`config.mk`:
```
export PLATFORM = sky130hd
export DESIGN_NAME = pipe_ctrl
export DESIGN_NICKNAME = d
export VERILOG_FILES = /design/src/rtl/pipe_ctrl_pkg.sv /design/src/rtl/pipe_ctrl_wdog.sv /design/src/rtl/pipe_ctrl.sv
export SDC_FILE = /design/constraint.sdc
export NUM_CORES = 1
export LEC_CHECK = 0
export ABC_CLOCK_PERIOD_IN_PS = 1300
export BUFFER_PORTS_ARGS = -buffer_cell sky130_fd_sc_hd__buf_2
export CORE_MARGIN = 2
export CORE_UTILIZATION = 32
export CTS_CLUSTER_DIAMETER = 50
export DETAILED_ROUTE_END_ITERATION = 16
export GPL_TIMING_DRIVEN = 1
export HOLD_SLACK_MARGIN = 0.02
export PLACE_DENSITY = 0.78
export SLEW_MARGIN = 40
export SYNTH_ARGS = -nofsm -noshare
export SYNTH_HDL_FRONTEND = slang
export SYNTH_HIERARCHICAL = 1
export SYNTH_SLANG_ARGS = --single-unit
```
`constraint.sdc`:
```
create_clock -name clk -period 1.3 [get_ports clk]
set_input_delay 0.065 -clock clk [delete_from_list [all_inputs] [get_ports clk]]
set_output_delay 0.065 -clock clk [all_outputs]
set_load 0.05 [all_outputs]
```
`src/rtl/pipe_ctrl_pkg.sv`:
```
// -----------------------------------------------------------------------------
// pipe_ctrl_pkg
// Shared definitions for the pipeline control unit. It holds the following:
//   - The reset level (RstEnable) and the per-stage stall levels (Stop/NoStop).
//   - ZeroWord.
//   - The exception type codes and exception vector addresses.
//   - The encodings of the control FSM states.
//   - A helper that maps an exception type to its redirect PC.
// -----------------------------------------------------------------------------
package pipe_ctrl_pkg;

  localparam logic        RstEnable = 1'b0;
  localparam logic        Stop      = 1'b1;
  localparam logic        NoStop    = 1'b0;
  localparam logic [31:0] ZeroWord  = 32'h0000_0000;

  // Exception type codes reported by the MEM stage
  localparam logic [31:0] EXC_INTERRUPT = 32'h0000_0001;
  localparam logic [31:0] EXC_SYSCALL   = 32'h0000_0008;
  localparam logic [31:0] EXC_BREAK     = 32'h0000_0009;
  localparam logic [31:0] EXC_INVALID   = 32'h0000_000a;
  localparam logic [31:0] EXC_OVERFLOW  = 32'h0000_000c;
  localparam logic [31:0] EXC_TRAP      = 32'h0000_000d;
  localparam logic [31:0] EXC_ERET      = 32'h0000_000e;

  // Exception vector addresses
  localparam logic [31:0] VEC_INTERRUPT = 32'h0000_0020;
  localparam logic [31:0] VEC_EXCEPTION = 32'h0000_0040;

  // Stall vectors, bit0 = PC ... bit5 = WB
  localparam logic [5:0] STALL_NONE = {6{NoStop}};
  localparam logic [5:0] STALL_ID   = {NoStop, NoStop, NoStop, Stop, Stop, Stop};
  localparam logic [5:0] STALL_EX   = {NoStop, NoStop, Stop, Stop, Stop, Stop};

  typedef enum logic [1:0] {
    CTRL_RUN      = 2'd0,
    CTRL_STALL_ID = 2'd1,
    CTRL_STALL_EX = 2'd2,
    CTRL_FLUSH    = 2'd3
  } ctrl_state_t;

  // Redirect target for a nonzero exception type. The synchronous exception
  // codes and any unknown code all share the general exception vector.
  function automatic logic [31:0] exc_vector(input logic [31:0] exc_type,
                                             input logic [31:0] epc);
    logic [31:0] v;
    case (exc_type)
      EXC_INTERRUPT: v = VEC_INTERRUPT;
      EXC_ERET:      v = epc;
      default:       v = VEC_EXCEPTION;
    endcase
    return v;
  endfunction

endpackage

```
`src/rtl/pipe_ctrl_wdog.sv`:
```
// -----------------------------------------------------------------------------
// pipe_ctrl_wdog
// Consecutive-stall watchdog. It counts the cycles in which the pipeline is
// stalled and not flushed. The counter clears on any cycle that is not a stall.
// The flag latches when the current cycle is still stalled and the count
// already reads STALL_LIMIT-1.
// Ports:
//   clk            rising-edge clock
//   rst            synchronous reset, active low (RstEnable)
//   i_stall_active this cycle is a stall cycle (stall != 0 and no flush)
//   o_timeout      sticky timeout flag, cleared only by reset
// -----------------------------------------------------------------------------
module pipe_ctrl_wdog
  import pipe_ctrl_pkg::*;
#(
  parameter int STALL_LIMIT = 64,
  parameter int CNT_W       = 8
) (
  input  logic clk,
  input  logic rst,
  input  logic i_stall_active,
  output logic o_timeout
);

  localparam logic [CNT_W-1:0] LIMIT    = CNT_W'(STALL_LIMIT);
  localparam logic [CNT_W-1:0] LIMIT_M1 = CNT_W'(STALL_LIMIT - 1);

  logic [CNT_W-1:0] r_cnt;
  logic             r_timeout;

  always_ff @(posedge clk) begin
    if (rst == RstEnable) begin
      r_cnt     <= '0;
      r_timeout <= 1'b0;
    end else if (i_stall_active) begin
      // Use >= so that the flag stays set once the counter has saturated
      if (r_cnt >= LIMIT_M1) begin
        r_timeout <= 1'b1;
      end
      if (r_cnt != LIMIT) begin
        r_cnt <= r_cnt + CNT_W'(1);
      end
    end else begin
      r_cnt <= '0;
    end
  end

  assign o_timeout = r_timeout;

endmodule

```
`src/rtl/pipe_ctrl.sv`:
```
// -----------------------------------------------------------------------------
// pipe_ctrl
// Pipeline control unit for the five-stage datapath.
//   - Stall, flush and new_pc are combinational and take effect in the same
//     cycle as the request.
//   - Priority, highest first: reset, then exception, then EX stall, then
//     ID stall.
//   - ctrl_state_o holds the previous cycle's decision.
//   - The watchdog lives in pipe_ctrl_wdog.
// Optional feature: define PIPE_CTRL_PERF_EN to build saturating 32-bit
// counters for ID-stall, EX-stall and flush cycles. With the macro undefined,
// the three perf ports read 0.
// Ports:
//   clk, rst                       clock, synchronous active-low reset
//   stallreq_from_id/ex            stall requests from ID / EX
//   excepttype_i, cp0_epc_i        exception type (0 = none), EPC for eret
//   stall[5:0], flush, new_pc      pipeline control outputs
//   ctrl_state_o, stall_timeout_o  registered state, sticky watchdog flag
//   perf_*_o                       performance counters
// -----------------------------------------------------------------------------
module pipe_ctrl
  import pipe_ctrl_pkg::*;
#(
  parameter int STALL_LIMIT = 64,
  parameter int CNT_W       = 8
) (
  input  logic        clk,
  input  logic        rst,
  input  logic        stallreq_from_id,
  input  logic        stallreq_from_ex,
  input  logic [31:0] excepttype_i,
  input  logic [31:0] cp0_epc_i,
  output logic [5:0]  stall,
  output logic        flush,
  output logic [31:0] new_pc,
  output logic [1:0]  ctrl_state_o,
  output logic        stall_timeout_o,
  output logic [31:0] perf_id_stall_o,
  output logic [31:0] perf_ex_stall_o,
  output logic [31:0] perf_flush_o
);

  logic [5:0]  w_stall;
  logic        w_flush;
  logic [31:0] w_new_pc;
  ctrl_state_t w_class;
  logic        w_stall_active;
  ctrl_state_t r_state;

  always_comb begin
    w_stall  = STALL_NONE;
    w_flush  = 1'b0;
    w_new_pc = ZeroWord;
    w_class  = CTRL_RUN;
    if (rst != RstEnable) begin
      if (excepttype_i != ZeroWord) begin
        w_flush  = 1'b1;
        w_new_pc = exc_vector(excepttype_i, cp0_epc_i);
        w_class  = CTRL_FLUSH;
      end else if (stallreq_from_ex) begin
        w_stall = STALL_EX;
        w_class = CTRL_STALL_EX;
      end else if (stallreq_from_id) begin
        w_stall = STALL_ID;
        w_class = CTRL_STALL_ID;
      end
    end
  end

  assign stall  = w_stall;
  assign flush  = w_flush;
  assign new_pc = w_new_pc;

  // Records the class of each cycle's decision, lagging it by one cycle
  always_ff @(posedge clk) begin
    if (rst == RstEnable) begin
      r_state <= CTRL_RUN;
    end else begin
      r_state <= w_class;
    end
  end

  assign ctrl_state_o = r_state;

  assign w_stall_active = (w_stall != STALL_NONE) && !w_flush;

  pipe_ctrl_wdog #(
    .STALL_LIMIT(STALL_LIMIT),
    .CNT_W      (CNT_W)
  ) u_wdog (
    .clk           (clk),
    .rst           (rst),
    .i_stall_active(w_stall_active),
    .o_timeout     (stall_timeout_o)
  );

`ifdef PIPE_CTRL_PERF_EN
  logic [31:0] r_perf_id;
  logic [31:0] r_perf_ex;
  logic [31:0] r_perf_flush;

  always_ff @(posedge clk) begin
    if (rst == RstEnable) begin
      r_perf_id    <= '0;
      r_perf_ex    <= '0;
      r_perf_flush <= '0;
    end else begin
      if (w_class == CTRL_STALL_ID && r_perf_id != '1) begin
        r_perf_id <= r_perf_id + 32'd1;
      end
      if (w_class == CTRL_STALL_EX && r_perf_ex != '1) begin
        r_perf_ex <= r_perf_ex + 32'd1;
      end
      if (w_class == CTRL_FLUSH && r_perf_flush != '1) begin
        r_perf_flush <= r_perf_flush + 32'd1;
      end
    end
  end

  assign perf_id_stall_o = r_perf_id;
  assign perf_ex_stall_o = r_perf_ex;
  assign perf_flush_o    = r_perf_flush;
`else
  assign perf_id_stall_o = ZeroWord;
  assign perf_ex_stall_o = ZeroWord;
  assign perf_flush_o    = ZeroWord;
`endif

endmodule

```
==> results.json, run 1 <==
{
  "outcome": "complete, but fails checks",
  "violations": "negative setup slack",
  "required_ns": 1.24,
  "path_class": "in -> out",
  "finalNetCount": 458,
  "fillCellCount": 381,
  "cts_num_sinks": 11,
  "setup_viol": 46,
  "peakVddDrop_uv": 373,
  "die-area_mm2": 0.00662,
  "hold_path_class": "in -> reg",
  "clock-skew-final_ns": 0.00447,
  "grt_max_degree": 23,
  "ant_nets": 0,
  "period_share": 1.24,
  "route.detailed.drc": 0,
  "vias": 2215,
  "grt_pass1_wl_um": 10800,
  "io_buffers": 107,
  "drt_first_iter_violations": 118,
  "die_w_um": 81.4,
  "critPathMostFrequentCell": "buf_4",
  "via_per_inst": 4.79,
  "syn_to_final_growth_pct": 98.4,
  "netlist_area_mm2": 0.00192,
  "cts_tree": "yes",
  "powerDensity_mw_per_mm2": 463,
  "pin_count": 206,
  "gp_congestion": 0.851,
  "grt_overflow": 0,
  "cts_buffers": 3,
  "start_util": 0.327,
  "crit_fanout": 3,
  "fin_hold_ws_ns": 0.203,
  "rsz0062_at_grt": "true",
  "clk_path_buf_depth": 2,
  "rows": 28,
  "clkTransAtPathRegs_ns": 0.05,
  "crit_path_start_kind": "input pin",
  "synth-seq-cells": 11,
  "max_cap_violations": 0,
  "final_common_cell": "conb_1",
  "cts.htree.levels": 1,
  "first_pass_iters": 4,
  "cp.arrival_ns": 1.54,
  "slowest_stage": "nor4_4",
  "synth.largest_area_cell": "buf_4",
  "yosys_warnings": 6,
  "period_minus_slack_ns": 1.61,
  "synth.top_cells.by_area": "buf_4 (39%), nor4_2 (13%), dfxtp_1 (11%), nor4_1 (7.2%), nand2_1 (6.9%)",
  "drive_gt1_frac": 0.623,
  "synth_top_area_frac": 0.392,
  "ys_seq_area_frac": 0.115,
  "async_flop_share": 0,
  "setup_slack_ns": -0.306,
  "clock_latency_ns": 0.25,
  "endpoint_kind": "output pin",
  "wl_um": 8930,
  "dpl.hpwl_um": 4310,
  "finalHoldViolations": 0,
  "worstPathCellList": "buf_2 -> nor4_4 -> buf_4 -> o21ai_4 -> buf_4 -> nor4_4 -> buf_4 -> buf_8",
  "synth_area_per_cell_um2": 7.48,
  "layout_common_cells": "conb_1 (98), buf_2 (57), buf_6 (53), nor4_4 (41), nand2_4 (21)",
  "clk_root_buffer_cell": "clkbuf_8",
  "antenna_cells": 0,
  "syn_inst": 256,
  "regArea_um2": 221,
  "report.final.slew_viol_count": 0,
  "grt_pass1_vias": 2006,
  "multi_input_area_mm2": 0.00200,
  "antenna_found_initial": 0,
  "tns_ns": -8.33,
  "cpPeakStageDelay_ns": 0.33,
  "maxSlewHeadroom": 0.669,
  "synth_edf_count": 0,
  "wl_per_cell_um": 19.3,
  "fmaxAchievable_mhz": 623,
  "worst_pin_slew_ns": 0.491,
  "yosys.cell_types.count": 35,
  "die_h_um": 81.4,
  "coreArea_mm2": 0.00585,
  "synth_flop_cell": "dfxtp_1",
  "p_leak_nw": 1.85,
  "grt_usage": 0.216
}
[report_power, final]
group	switching [mW]	internal [mW]	total, mW
logic	0.867	0.189	1.06
registers	0.000894	0.341	0.342
clock network	0.143	0.217	0.360
[layer usage]
layer,global-route usage,part of all wire
met1,0.229,0.36
met4,0.103,0.040
met3,0.0544,0.079
met2,0.396,0.52
met5,0,0
[cell families after synthesis]
| kind of cell | share of synthesized area |
|---|---|
| and+or+nand+nor | 0.349 |
| xor gates and xnor gates | 0.0137 |
| AOI/OAI and AO/OA | 0.0660 |
| DFF | 0.115 |
| other | 0.00196 |
| adders and majority gates | 0.0131 |
| buffers and inverters | 0.441 |
[worst max-delay path, delay by kind of cell]
family                 cells  cell delay, ns
AO/OA/AOI/OAI              1            0.07
AND/OR/NAND/NOR            2            0.57
buffers and inverters      5            0.82
[layout make-up]
class	instances	area share
Timing Repair Buffer	145	0.374
Inverter	4	0.00428
Clock buffer	4	0.0119
Multi-Input combinational cell	223	0.527
Sequential cell	11	0.0583
Tap cell	75	0.0247
[registers in the layout (all words and copies together) (netlist names)]
| signal | cells |
|---|---|
| ctrl_state_o | 2 |
| u_wdog/o_timeout | 1 |
| u_wdog/r_cnt | 8 |
[per-stage QoR]
| stage | setup slack [ns] | instance area [um^2] | cells | power [mW] | util |
|---|---|---|---|---|---|
| after global placement | -0.253 | 2860 | 439 | 1.27 | 0.489 |
| after floorplan | -0.361 | 2960 | 353 | 1.33 | - |
| after global routing | -0.348 | 3800 | 462 | 1.81 | 0.649 |
| after detailed placement | -0.326 | 2860 | 439 | 1.27 | 0.489 |
| final | -0.306 | 3800 | 462 | 1.76 | 0.649 |
| after CTS | -0.176 | 3590 | 458 | 1.69 | 0.614 |
[path summary, 6_finish.rpt]
path / startpoint / end / slack, ns / depth (start not counted)
worst min-delay path: stallreq_from_ex / ctrl_state_o[1] / 0.20 / 2
worst max-delay path: excepttype_i[1] / stall[1] / -0.31 / 8
worst max register to register: u_wdog/r_cnt[2] / u_wdog/r_cnt[0] / -0.10 / 3
worst min register to register: u_wdog/o_timeout / u_wdog/o_timeout / 0.47 / 2
[synth_stat cells (2+ instances only)]
library cell and count:
nand4_1 2, xor2_1 2, buf_4 100, nor3_1 4, dfxtp_1 11, nor2_1 4
buf_6 2, ha_1 2, nor4_1 22, nand2_1 35, or3_1 3, nand3_1 4
buf_2 6, buf_1 2, o41a_1 2, clkbuf_1 5, nor4_2 20, o21ai_0 6
o31a_1 2, inv_1 3, a21oi_1 5
[what timing repair did]
action | CTS | global route
pin swaps | 38 | 19
gates resized for setup | 122 | 47
buffers inserted | 7 | 6
hold buffers | 0 | 0
cloned | 8 | 0
setup endpoints to repair | 45 | 48
Power figures use the tool's default switching activity.
==> run 2, diff against run 1 <==
--- a/config.mk
+++ b/config.mk
@@ -7,6 +7,7 @@
 export LEC_CHECK = 0
 export ABC_CLOCK_PERIOD_IN_PS = 1300
 export BUFFER_PORTS_ARGS = -buffer_cell sky130_fd_sc_hd__buf_2
+export CORE_ASPECT_RATIO = 0.7
 export CORE_MARGIN = 2
 export CORE_UTILIZATION = 32
 export CTS_CLUSTER_DIAMETER = 50
==> run 2 against run 1 <==
Net effect: the flow still finishes with violations (negative setup slack); hold slack lost 0.079 ns; sequential share of layout area grew 0.72 points; first-iteration DRC count shrank 57%; total power fell by 7.1%; critical endpoint is now new_pc[24]; count of clock-buffer cells in the layout decreased by 1; die area is 0.15% higher; largest cell class unchanged; final cell count fell by 2.4%; sequential power barely moved; design area is 9.5% lower; combinational power is 11% lower.
==> results.json, run 2 (synthesized netlist as in run 1, its figures left out) <==
{
  "clk_root_buffer_cell": "clkbuf_8",
  "grt_usage": 0.154,
  "dp_cells": 437,
  "drt_first_iter_violations": 51,
  "tns_ns": -6.45,
  "clock-skew-final_ns": 0.00525,
  "rsz0062_at_grt": "true",
  "period_share": 1.15,
  "die-area_mm2": 0.00663,
  "wl_per_cell_um": 13.5,
  "grt_overflow": 0,
  "first_pass_iters": 4,
  "die_w_um": 96.5,
  "start_util": 0.333,
  "multi_input_area_mm2": 0.00182,
  "largest_reg_flops": 8,
  "powerDensity_mw_per_mm2": 474,
  "required_ns": 1.24,
  "final_common_cell": "conb_1",
  "period_minus_slack_ns": 1.49,
  "total_power_mw": 1.63,
  "report.final.slew_viol_count": 0,
  "rows": 23,
  "crit_fanout": 16,
  "fin_hold_ws_ns": 0.125,
  "regArea_um2": 225,
  "clkTransAtPathRegs_ns": 0.05,
  "layout_common_cells": "conb_1 (98), buf_2 (60), buf_6 (52), nor4_4 (40), nand2_1 (24)",
  "fmaxAchievable_mhz": 669,
  "clock_latency_ns": 0.24,
  "finalHoldViolations": 0,
  "max_cap_violations": 0,
  "io_buffers": 107,
  "antenna_cells": 0,
  "grt_pass1_wl_um": 7970,
  "grt_max_degree": 33,
  "slowest_stage": "bufbuf_16",
  "pre_cts_ws_ns": -0.332,
  "worstPathCellList": "buf_6 -> nor4_4 -> nand3_4 -> bufbuf_16 -> nor4_4 -> buf_6",
  "peakVddDrop_uv": 328,
  "cts.htree.levels": 1,
  "ant_nets": 0,
  "design_area_mm2": 0.00344,
  "wl_um": 6070,
  "clk_path_buf_depth": 2,
  "endpoint_kind": "output pin",
  "stdcell_count": 451,
  "cpPeakStageDelay_ns": 0.36,
  "coreArea_mm2": 0.00576,
  "regMostFlops": "u_wdog/r_cnt",
  "route.detailed.drc": 0,
  "violations": "negative setup slack",
  "cp.arrival_ns": 1.43,
  "hold_path_class": "in -> reg",
  "path_class": "in -> out",
  "drive_gt1_frac": 0.551,
  "cts_tree": "yes",
  "crit_path_start_kind": "input pin",
  "finalNetCount": 447,
  "antenna_found_initial": 0,
  "p_leak_nw": 1.66,
  "grt_pass1_vias": 1635,
  "pin_count": 206,
  "syn_to_final_growth_pct": 79.6,
  "outcome": "complete, but fails checks",
  "via_per_inst": 4.31,
  "vias": 1944,
  "setup_slack_ns": -0.194,
  "fillCellCount": 473,
  "dpl.hpwl_um": 4310,
  "cts_num_sinks": 11,
  "fin_util": 0.598,
  "gp_congestion": 0.909,
  "cts_buffers": 3,
  "dpl-instance-area_mm2": 0.00284,
  "setup_viol": 46,
  "die_h_um": 68.7
}
[run 2: changes by cell type in the layout (fill, tap and decap cells not counted), moves of 3 or more]
cell	before	now
nand2_2	7	1
buf_2	57	60
buf_16	7	4
nand2_1	6	24
nand2_4	21	10
buf_12	8	3
buf_4	15	10
[run 2: routing by layer]
| metal | GRT usage | up-vias | part of all wire | wire, um |
|---|---|---|---|---|
| met4 | 0.0352 | 0 | 0.0035 | 21 |
| li1 | - | 936 | - | - |
| met5 | 0 | - | 0 | 0 |
| met1 | 0.190 | 907 | 0.37 | 2250 |
| met2 | 0.284 | 99 | 0.54 | 3300 |
| met3 | 0.0228 | 2 | 0.082 | 501 |
[run 2: cell type report]
class                   instances  area share
clock buffers                   3      0.0120
clock inverters                 1     0.00146
inverters                       4     0.00473
multi-input cells             223       0.530
flip-flops and latches         11      0.0655
well taps                      75      0.0273
repair buffers                134       0.359
[run 2: final timing paths]
path / from / end / slack (ns) / cells after the start
worst max register to register: u_wdog/r_cnt[2] / u_wdog/r_cnt[1] / -0.04 / 3
worst min-delay path: stallreq_from_ex / ctrl_state_o[1] / 0.12 / 2
worst min register to register: u_wdog/o_timeout / u_wdog/o_timeout / 0.44 / 2
worst max-delay path: excepttype_i[31] / new_pc[24] / -0.19 / 6
[run 2: where the power goes]
part | switching (mW) | total, mW | leakage [nW] | internal [mW]
clock network | 0.136 | 0.347 | 0.0255 | 0.211
registers | 0.00124 | 0.340 | 0.0907 | 0.339
logic | 0.799 | 0.945 | 1.54 | 0.146
total | 0.936 | 1.63 | 1.66 | 0.696
[run 2: timing repair]
item                                    in CTS  in global routing
gates cloned                                 3                  1
hold buffers                                 0                  0
pin swaps                                   10                 11
gates resized for setup                    106                  7
endpoints found under the setup margin      44                 48
buffers inserted                             5                  1
[run 2: worst max-delay path, delay by kind of cell]
| kind | cells | cell delay (ns) |
|---|---|---|
| AND/OR/NAND/NOR | 3 | 0.70 |
| buffers and inverters | 3 | 0.66 |
